<file path="config.mk">
export PLATFORM = sky130hd
export DESIGN_NAME = mirfak_div_unit
export DESIGN_NICKNAME = d
export VERILOG_FILES = /design/src/rtl/mirfak_div_unit.sv
export SDC_FILE = /design/constraint.sdc
export NUM_CORES = 1
export LEC_CHECK = 0
export ABC_AREA = 1
export BUFFER_PORTS_ARGS = -buffer_cell sky130_fd_sc_hd__buf_4
export CORE_MARGIN = 5
export CORE_UTILIZATION = 30
export DETAILED_ROUTE_END_ITERATION = 10
export SKIP_LAST_GASP = 1
export SLEW_MARGIN = 20
export SYNTH_ARGS = -nofsm -noshare
export SYNTH_HDL_FRONTEND = slang
export SYNTH_SLANG_ARGS = --single-unit
</file>
<file path="constraint.sdc">
create_clock -name clk_i -period 5.2 [get_ports clk_i]
set_input_delay 0.52 -clock clk_i [delete_from_list [all_inputs] [get_ports clk_i]]
set_output_delay 0.52 -clock clk_i [all_outputs]
set_load 0.05 [all_outputs]
</file>
<file path="src/rtl/mirfak_div_unit.sv">
// Iterative radix-2 restoring divider for RV32M DIV/DIVU/REM/REMU in the EX stage.
// Optional macro MIRFAK_DIV_EARLY_OUT_EN: divide-by-zero and signed MIN/-1 finish without iterating.
module mirfak_div_unit #(
  parameter int WIDTH = 32
) (
  input  logic             clk_i,
  input  logic             rst_ni,
  input  logic             div_valid_i,
  input  logic [1:0]       div_op_i,
  input  logic [WIDTH-1:0] dividend_i,
  input  logic [WIDTH-1:0] divisor_i,
  input  logic             exwb_enable_i,
  input  logic             kill_i,
  output logic             ex_busy_o,
  output logic [WIDTH-1:0] result_o,
  output logic             result_valid_o,
  output logic [1:0]       dbg_state_o
);

  // Handshake: an op is accepted in IDLE when div_valid_i is high and kill_i is low;
  // result_valid_o stays high in DONE until exwb_enable_i (or a dropped div_valid_i) releases it.

  localparam int CW = $clog2(WIDTH);
  localparam logic [WIDTH-1:0] MIN_VAL = {1'b1, {(WIDTH-1){1'b0}}};

  typedef enum logic [1:0] {
    IDLE = 2'd0,
    CALC = 2'd1,
    DONE = 2'd2
  } state_e;

  state_e           state_q, state_d;
  logic [CW-1:0]    count_q;
  logic [WIDTH-1:0] q_q, r_q, b_q, result_q;
  logic             negq_q, negr_q, is_rem_q;
  logic             busy, start, last;

  logic             op_signed, a_neg, b_neg, negq_new;
  logic [WIDTH-1:0] a_abs, b_abs;
  logic [WIDTH:0]   r_shift;
  logic             take;
  logic [WIDTH-1:0] r_next, q_next, quo_fix, rem_fix, res_next;
  logic             early_hit;
  logic [WIDTH-1:0] early_res;

  assign op_signed = ~div_op_i[0];
  assign a_neg     = op_signed & dividend_i[WIDTH-1];
  assign b_neg     = op_signed & divisor_i[WIDTH-1];
  assign a_abs     = a_neg ? -dividend_i : dividend_i;
  assign b_abs     = b_neg ? -divisor_i : divisor_i;
  // A zero divisor keeps the all-ones quotient regardless of the dividend sign.
  assign negq_new  = (a_neg ^ b_neg) & (|divisor_i);

  assign r_shift  = {r_q, q_q[WIDTH-1]};
  assign take     = (r_shift >= {1'b0, b_q});
  assign r_next   = take ? (r_shift[WIDTH-1:0] - b_q) : r_shift[WIDTH-1:0];
  assign q_next   = {q_q[WIDTH-2:0], take};
  assign quo_fix  = negq_q ? -q_next : q_next;
  assign rem_fix  = negr_q ? -r_next : r_next;
  assign res_next = is_rem_q ? rem_fix : quo_fix;
  assign last     = (count_q == CW'(WIDTH - 1));

`ifdef MIRFAK_DIV_EARLY_OUT_EN
  logic div_zero, div_ovf;
  assign div_zero  = (divisor_i == '0);
  assign div_ovf   = op_signed & (dividend_i == MIN_VAL) & (&divisor_i);
  assign early_hit = div_zero | div_ovf;
  assign early_res = div_zero ? (div_op_i[1] ? dividend_i : '1)
                              : (div_op_i[1] ? '0 : MIN_VAL);
`else
  assign early_hit = 1'b0;
  assign early_res = '0;
`endif

  always_comb begin
    state_d = state_q;
    busy    = 1'b0;
    case (state_q)
      IDLE: begin
        busy = div_valid_i & ~kill_i;
        if (busy) state_d = early_hit ? DONE : CALC;
      end
      CALC: begin
        busy = ~kill_i;
        if (kill_i)    state_d = IDLE;
        else if (last) state_d = DONE;
      end
      DONE: begin
        if (kill_i | exwb_enable_i | ~div_valid_i) state_d = IDLE;
      end
      default: state_d = IDLE;
    endcase
  end

  assign start          = (state_q == IDLE) & div_valid_i & ~kill_i;
  // Busy is gated by reset so an asserted reset silences the stall request at once.
  assign ex_busy_o      = busy & rst_ni;
  assign result_o       = result_q;
  assign result_valid_o = (state_q == DONE) & ~kill_i;
  assign dbg_state_o    = state_q;

  always_ff @(posedge clk_i or negedge rst_ni) begin
    if (!rst_ni) begin
      state_q  <= IDLE;
      count_q  <= '0;
      q_q      <= '0;
      r_q      <= '0;
      b_q      <= '0;
      result_q <= '0;
      negq_q   <= 1'b0;
      negr_q   <= 1'b0;
      is_rem_q <= 1'b0;
    end else begin
      state_q <= state_d;
      case (state_q)
        IDLE: begin
          if (start) begin
            q_q      <= a_abs;
            b_q      <= b_abs;
            r_q      <= '0;
            count_q  <= '0;
            negq_q   <= negq_new;
            negr_q   <= a_neg;
            is_rem_q <= div_op_i[1];
            if (early_hit) result_q <= early_res;
          end
        end
        CALC: begin
          if (!kill_i) begin
            q_q     <= q_next;
            r_q     <= r_next;
            count_q <= count_q + 1'b1;
            if (last) result_q <= res_next;
          end
        end
        default: ;
      endcase
    end
  end

endmodule

</file>
After elaboration in Yosys (flattened, before gate mapping)
Index checks and enable logic that the tools add are counted.

Bits in registers: 138. Input port bits: 71. Output and inout bits: 36.

Add/sub/neg operators: 6. Order comparisons: 1. Equality and inequality tests: 8. Muxes and demuxes: 21. Bitwise logic cells: 14. Reductions and logical operators: 7.

Operators by type and width (number): 32-bit 2-to-1 mux (10); 32-bit negation (4); 32-bit one-hot mux with 2 select lines (2); 33-bit by 32-bit greater-or-equal comparator with 1-bit output (1); 32-bit OR reduction (1); 32-bit subtractor (1); 5-bit 2-to-1 mux (2); 5-bit one-hot mux with 2 select lines (1); 3-bit AND reduction (3); 1-bit bitwise AND (8); 2-bit 2-to-1 mux (4); 2-bit inequality test (second input constant) (4); 2-bit one-hot mux with 3 select lines (1); 5-bit by 1-bit adder with 5-bit output (second input constant) (1); 5-bit == test (second input constant) (1); 3-bit inequality test (second input constant) (1); 1-bit NOT (3); 2-bit by 1-bit == test with 1-bit output (second input constant) (1); 2-bit == test (second input constant) (1); 2-bit zero test (1); 1-bit OR (2); 1-bit one-hot mux with 2 select lines (1); 2-bit AND reduction (1); 2-bit nonzero test (1); 1-bit XOR (1).

Logic depth before layout (Yosys ltp)
Gate-level depths: netlist of run 1.

Word-level depth: 5. Gate-level depth with buffers: 30. Depth with buffers taken out: 29.

Worst setup path before layout of run 1
OpenSTA, ideal clock, no wires.

Path type: register to register. Start point: register r_q[18]. End point: register result_q[26] (netlist: result_o[26]). Setup time: 0.077 ns. Arrival time: 3.495 ns. Data required time: 5.123 ns. Path slack: 1.627 ns. Cell stages (with the launch flop): 27. Path buffers: 1. Period minus slack after synthesis: 3.573 ns. Path through: dfrtp_1 > ha_1 > nand2_1 > inv_1 > nand2_1 > nand2_1 > nand2_1 > a21oi_1 > nor2_4 > nand2_8 > inv_4 > buf_6 > ha_1 > nand3_1 > nor3_1 > nand3_1 > inv_1 > nand2_1 > nor2_1 > nand4_1 > nor2_1 > inv_1 > o21ai_0 > o21ai_0 > a21oi_1 > nor2_1 > a21oi_1.

Cells in the longest elaborated chain, start to end: 5. Elaborated cells between the ends (all ways): 8. Classes of those cells: add/sub: 3; order compare: 1; mux: 4.

RTL lines: from (decl) (RTL line 34) `logic [WIDTH-1:0] q_q, r_q, b_q, result_q;`; from (signal assigned) (RTL line 131) `r_q <= r_next;`; 32-bit subtractor or 33-bit by 32-bit greater-or-equal comparator with 1-bit output (tied branches) (RTL line 56, 55); 32-bit 2-to-1 mux (RTL line 56) `assign r_next = take ? (r_shift[WIDTH-1:0] - b_q) : r_shift[WIDTH-1:0];`; 32-bit negation (RTL line 59) `assign rem_fix = negr_q ? -r_next : r_next;`; 32-bit 2-to-1 mux (RTL line 59); 32-bit 2-to-1 mux * (RTL line 60) `assign res_next = is_rem_q ? rem_fix : quo_fix;`; to (signal assigned) (RTL line 125) `if (early_hit) result_q <= early_res;`; to (signal assigned) (RTL line 133) `if (last) result_q <= res_next;`; to (decl) (RTL line 34).

Mark *: on every way between the ends. The rest lies on a longest branch, timed or not. A chain may end at the register's enable or synchronous reset.

Worst setup path in the final report of run 1
Start point: register r_q[20]. End point: register result_q[26] (netlist: result_o[26]).

The elaborated chain is that of the path after synthesis.

==> out/qor.yml, run 1 <==
dpl_cell_area_mm2: 0.0132
post_cts_buffers: 0
die_area_mm2: 0.0437
period_needed_ns: 4.28
yosysMostFrequentCell: "nand2_1"
fin_nets: 2045
cts_tree: "yes"
outcome: "finished, final reports clean"
fin_setup_tns_ns: 0
drive_above_1_share: 0.127
slew_headroom: 0.460
synthTopCellsByCount: "nand2_1, inv_1, nor2_1"
syn_avg_cell_area_um2: 6.42
fin_skew_ns: 0.0139
crit_path_start: "r_q[20]"
synthToLayoutAreaGrowth_pct: 15.8
cts.repair.resized: 0
cpMostUsedCell: "nor2_1"
critPathRequiredTime_ns: 5.57
synth_simple_gate_area_frac: 0.348
htreeDepth: 4
synth_area_leader_cell: "dfrtp_1"
hold_violations: 0
final_antenna_net_count: 0
synth_fp_nets: 1959
die_x_um: 209
drt_iter0_markers: 1025
hpwl_mm: 33.8
drv_cap: 0
grt_setup_unrepaired: "false"
drt-wirelength-per-cell_um: 17.3
place_congestion: 0.941
clock-sinks: 138
synth_compound_area_frac: 0.181
pin_count: 107
yosysUniqueCellTypes: 52
core_mm2: 0.0389
fin_crit_sh: 0.823
dr_total_vias: 12500
critical_path.max_stage_delay_ns: 0.47
grt_max_degree: 80
cts_buffers: 17
r2r-end: "result_o[26]"
initial_core_util: 0.305
cts_buffer_depth: 2
synth_xor_area_frac: 0.0361
worst_pin_slew_ns: 0.810
yosys-top-cells-area: "dfrtp_1, nand2_1, o21ai_0, inv_1, nor2_1"
yosysTopAreaCellShare: 0.291
cp-start-kind: "flip-flop"
cts.clk_slew.worst_paths_ns: 0.07
cts_root_buffer: "clkbuf_16"
p_total_uw: 9090
ys_ff_latch: 138
path_buf_inv: 3
fmax_mhz: 234
die_y_um: 209
arrival_ns: 4.65
rows: 72
synth-seq-area-share: 0.291
reg2regPathDepth: 25
path_class: "flip-flop to flip-flop"
synth_area_mm2: 0.0119
end_kind: "flip-flop"
numPortBuffers: 106
stdcell_area_mm2: 0.0138
totalWireLength_mm: 42.7
first_pass_iters: 6
vias_per_cell: 5.07
hold_slack_ns: 0.129
overflow: 0
hold_class: "input port to asynchronous set/reset pin"
async_flop_share: 1.00
fillerInstances: 4263
insertion_delay_ns: 0.45
crit_slowest_cell: "dfrtp_1"
cp_max_fo: 16
synth_ff_type: "dfrtp_1"
drc_errors: 0
grt_pass1_vias: 11900
n_antenna_cell: 0
synth_top_family_by_area: "simple AND/OR/NAND/NOR gates"
synth_fa_ha_area_frac: 0.0417
muxShareOfSynthArea: 0.000948
crit_family: "simple AND/OR/NAND/NOR gates"
ys_warn_count: 0
grt_usage: 0.193
grt_pass1_wl_mm: 67.4
leakagePower_uw: 0.00680
timing.rr.start: "r_q[20]"
vdd_drop_max_uv: 317
ctsHoldBuffers: 0
r2r_slack_ns: 0.92
finalSetupViolations: 0
p_per_area_mw_per_mm2: 661
slew_violations: 0
netlist_instances: 1849
synth_edf_count: 0
antenna_found_initial: 0
-- metal layers --
layer	share of wire	up-vias	track usage
met5	0	-	0
met4	0.026	0	0.0621
met2	0.45	381	0.303
li1	-	6228	-
met3	0.049	60	0.0244
met1	0.48	5833	0.278
-- stage by stage --
stage                     worst slack [ns]   util  std cells
after floorplan                       1.63      -       1849
after global placement                1.03  0.339       2434
after detailed placement             0.996  0.339       2434
after CTS                            0.965  0.353       2466
after global routing                 0.318  0.353       2466
final                                0.921  0.353       2466
-- state kept, by name, summed over array words and instances, names as in the netlist --
signal / count
count_q: 5
negq_q: 1
r_q: 32
dbg_state_o: 2
b_q: 32
q_q: 32
negr_q: 1
result_o: 32
is_rem_q: 1
-- layout make-up --
type,count,area (µm²),share of cell area
inverter,246,926,0.0673
sequential,138,3450,0.251
clock buffer,20,447,0.0325
timing repair buffer,125,942,0.0685
tap,518,648,0.0471
clock inverter,12,116,0.00846
multi-input combinational,1407,7220,0.525
-- worst max-delay path by stage --
| stage | endpoint | cells past startpoint |
|---|---|---|
| detailed placement | result_o[26] | 25 |
| global route | result_o[30] | 26 |
| finish | result_o[26] | 25 |
| CTS | result_o[26] | 25 |
| floorplan | result_o[26] | 26 |
| global placement | result_o[26] | 25 |
-- cells in the final DEF (no fill, tap or decap), drive strengths merged --
cell type / synthesis / layout
nand2: 496 / 496
inv: 241 / 244
nor2: 221 / 221
o21ai: 194 / 194
nand3: 142 / 142
dfrtp: 138 / 138
buf: 16 / 125
a21oi: 119 / 119
ha: 38 / 38
xor2: 35 / 35
nor3: 33 / 33
o211ai: 22 / 22
nand4: 22 / 22
clkbuf: 42 / 20
xnor2: 14 / 14
a31oi: 13 / 13
o22ai: 13 / 13
clkinv: 5 / 11
o31ai: 9 / 9
or2: 6 / 6
o21bai: 5 / 5
nor4: 4 / 4
nand3b: 4 / 4
o221ai: 3 / 3
o21a: 2 / 2
a22oi: 2 / 2
a22o: 2 / 2
a21o: 2 / 2
clkinvlp: 0 / 2
mux2: 1 / 1
a32o: 1 / 1
and2: 1 / 1
o41ai: 1 / 1
and3: 1 / 1
fa: 1 / 1
bufinv: 0 / 1
-- where the power goes --
group / switching [µW] / leakage [µW] / internal (µW)
Clock: 533 / 0.000271 / 675
Sequential: 235 / 0.00179 / 1320
Combinational: 4490 / 0.00474 / 1840
-- worst reg2reg max path: cells and delay by family (launching register included) --
family          cells  cell delay, ns
flops               1            0.47
compound gates      4            0.61
fa+ha+maj           2            0.61
simple gates       16            2.18
buf+inv             3            0.34
-- cells by family after synthesis --
group                    Yosys count
AND/OR/NAND/NOR                  930
AO/OA/AOI/OAI                    388
buffers and inverters            304
flip-flops                       138
XOR/XNOR                          49
adder cells (fa/ha/maj)           39
multiplexers                       1
(Power assumes the default switching activity.)
==> run 2, diff against run 1 <==
clock period = 4.2 ns   (was 5.2 ns; I/O delays follow)
==> run 2 against run 1 <==
  * Power up 25%
  * Combinational power is 24% higher
  * Clock power is 29% higher
  * First-iteration DRC count is 0.39% lower
  * Global-route usage is 0.090 points lower
  * Via count is 0.84% lower
  * Cell count up 0.12%
  * Largest power group unchanged
  * Sequential cell count did not move
  * Design area up 0.60%
  * Highest routed layer unchanged
  * Sequential share of layout area down 0.15 points
  * Worst setup slack got worse by 0.59 ns
  * Count of clock-buffer cells in the layout shrank 3
==> out/qor.yml, run 2 (synthesized netlist as in run 1, its figures left out) <==
slew_headroom: 0.294  # was 0.460
dr_total_vias: 12400  # was 12500
clock-sinks: 138  # unchanged
cp-start-kind: "flip-flop"  # unchanged
met3_usage: 0.0247  # was 0.0244
cp.depth: 23  # was 25
path_class: "flip-flop to flip-flop"  # unchanged
htreeDepth: 4  # unchanged
crit_family: "simple AND/OR/NAND/NOR gates"  # unchanged
drt_iter0_markers: 1021  # was 1025
finalNonFillerCells: 2469  # was 2466
insertion_delay_ns: 0.45  # about the same
place_congestion: 0.945  # was 0.941
grt_pass1_wl_mm: 67.0  # was 67.4 mm
critical_path.max_stage_delay_ns: 0.45  # was 0.47 ns
final_cell_mix: "nand2_1, inv_1, nor2_1, o21ai_0, dfrtp_1"  # unchanged
critPathRequiredTime_ns: 4.57  # was 5.57 ns
post_cts_buffers: 0  # unchanged
r2r-end: "result_o[26]"  # unchanged
first_pass_iters: 7  # was 6
min_to: "dbg_state_o[1]"
crit_slowest_cell: "dfrtp_1"  # unchanged
fin_nets: 2049  # was 2045
cts_buffers: 17  # unchanged
grt_pass1_vias: 11800  # was 11900
rows: 72  # unchanged
cpMostUsedCell: "nand2_1"  # was nor2_1
finalSetupViolations: 0  # unchanged
cts_root_buffer: "clkbuf_16"  # unchanged
period_needed_ns: 3.87  # was 4.28 ns
grt_usage: 0.192  # was 0.193
r2r_slack_ns: 0.33  # was 0.92 ns
hold_class: "input port to flip-flop"  # was input port to asynchronous set/reset pin
p_per_area_mw_per_mm2: 820  # was 661 mW/mm²
pin_count: 107  # unchanged
min_from: "exwb_enable_i"
drc_errors: 0  # unchanged
path_cells: "ha_1 -> nand2_1 -> nor2_2 -> inv_1 -> nor2_1 -> nand3_1 -> nand2_2 -> nor2_4 -> nand2_8 -> buf_8 -> nand2_1 -> o21ai_4 -> ha_1 -> inv_1 -> nor2_1 -> nand2_1 -> nor2_4 -> nand3_2 -> inv_1 -> nand2_1 -> nand3_1 -> nand3_1 -> a21oi_1"
cts.clk_slew.worst_paths_ns: 0.07  # about the same
path_buf_inv: 4  # was 3
layout.cells.most_common: "nand2_1"  # unchanged
hpwl_mm: 34.3  # was 33.8 mm
die_x_um: 209  # unchanged
synthToLayoutAreaGrowth_pct: 16.5  # was 15.8%
arrival_ns: 4.24  # was 4.65 ns
end_kind: "flip-flop"  # unchanged
numPlacedInstances: 2437  # was 2434
use_met1: 0.278  # about the same
cts_tree: "yes"  # unchanged
vdd_drop_max_uv: 408  # was 317 µV
n_antenna_cell: 0  # unchanged
hold_violations: 0  # unchanged
holdPathStages: 2
fin_skew_ns: 0.00932  # was 0.0139 ns
leakagePower_uw: 0.00683  # was 0.00680 µW
numPortBuffers: 106  # unchanged
slew_violations: 0  # unchanged
grt_use_met2: 0.306  # was 0.303
fmax_mhz: 259  # was 234 MHz
utilization: 0.356  # was 0.353
cts_buffer_depth: 2  # unchanged
grt_max_degree: 64  # was 80
fin_crit_sh: 0.921  # was 0.823
antenna_found_initial: 0  # unchanged
overflow: 0  # unchanged
cp_max_fo: 45  # was 16
totalWireLength_mm: 42.8  # was 42.7 mm
final_antenna_net_count: 0  # unchanged
drive_above_1_share: 0.131  # was 0.127
vias_per_cell: 5.02  # was 5.07
die_area_mm2: 0.0437  # unchanged
core_mm2: 0.0389  # unchanged
busiest_layer: "met2"  # unchanged
drv_cap: 0  # unchanged
initial_core_util: 0.305  # unchanged
drt-wirelength-per-cell_um: 17.3  # about the same
timing.rr.start: "r_q[6]"  # was r_q[20]
worst_pin_slew_ns: 1.06  # was 0.810 ns
outcome: "finished, final reports clean"  # unchanged
die_y_um: 209  # unchanged
reg2regPathDepth: 23  # was 25
==> run 2: cell types whose count changed in the layout (fill, tap and decap cells not counted), sizes merged <==
cell and change:
buf +3, bufinv +1, clkbuf -3, clkinv -3, clkinvlp +2, dlygate4sd3 +1, inv +2
==> run 2: power by group <==
part | internal [µW] | switching (µW) | leakage, µW
sequential | 1640 | 332 | 0.00179
combinational | 2310 | 5500 | 0.00476
clock | 886 | 678 | 0.000276
total | 4840 | 6510 | 0.00683
==> run 2: cell type report <==
class,instances,area [µm²]
fillers,4307,25100
multi-input cells,1407,7240
flip-flops and latches,138,3450
repair buffers,129,982
inverters,246,926
well taps,518,648
clock buffers,17,425
clock inverters,14,165
==> run 2: metrics by stage <==
step | power (µW) | area [µm²] | TNS, ns | hold WS (ns) | worst slack [ns]
floorplan | 7570 | 11900 | 0 | 0.124 | 0.627
global placement | 9630 | 13200 | 0 | 0.387 | 0.186
detailed placement | 9680 | 13200 | 0 | 0.392 | 0.164
CTS | 11300 | 13800 | 0 | 0.142 | 0.136
global route | 12300 | 13800 | -0.0190 | 0.147 | -0.0190
finish | 11300 | 13800 | 0 | 0.158 | 0.332
==> run 2: what timing repair did <==
| action | CTS | global route |
|---|---|---|
| gates resized for setup | 0 | 9 |
| hold buffers | 1 | 0 |
| endpoints found under the setup margin | 0 | 15 |
| hold endpoints to repair | 42 | 0 |
==> run 2: worst max path at each step <==
stage	from	endpoint	slack (ns)
global route	r_q[20]	result_o[26]	-0.02
global placement	r_q[20]	result_o[26]	0.19
finish	r_q[6]	result_o[26]	0.33
detailed placement	r_q[20]	result_o[26]	0.16
CTS	r_q[20]	result_o[26]	0.14
floorplan	r_q[18]	result_o[26]	0.63
==> run 2: per-layer routing <==
layer	share of wire	vias to the layer above
li1	-	6235
met1	0.48	5785
met2	0.45	336
met3	0.047	41
met4	0.017	0
met5	0	-
==> run 2: worst register-to-register path: stages (launching register included) <==
cell	delay, ns
dfrtp_1	0.45
ha_1	0.41
nand2_1	0.14
nor2_2	0.18
inv_1	0.07
nor2_1	0.24
nand3_1	0.15
nand2_2	0.11
nor2_4	0.05
nand2_8	0.09
buf_8	0.34
nand2_1	0.18
o21ai_4	0.09
ha_1	0.22
inv_1	0.07
nor2_1	0.15
nand2_1	0.12
nor2_4	0.18
nand3_2	0.12
inv_1	0.07
nand2_1	0.06
nand3_1	0.07
nand3_1	0.09
a21oi_1	0.14
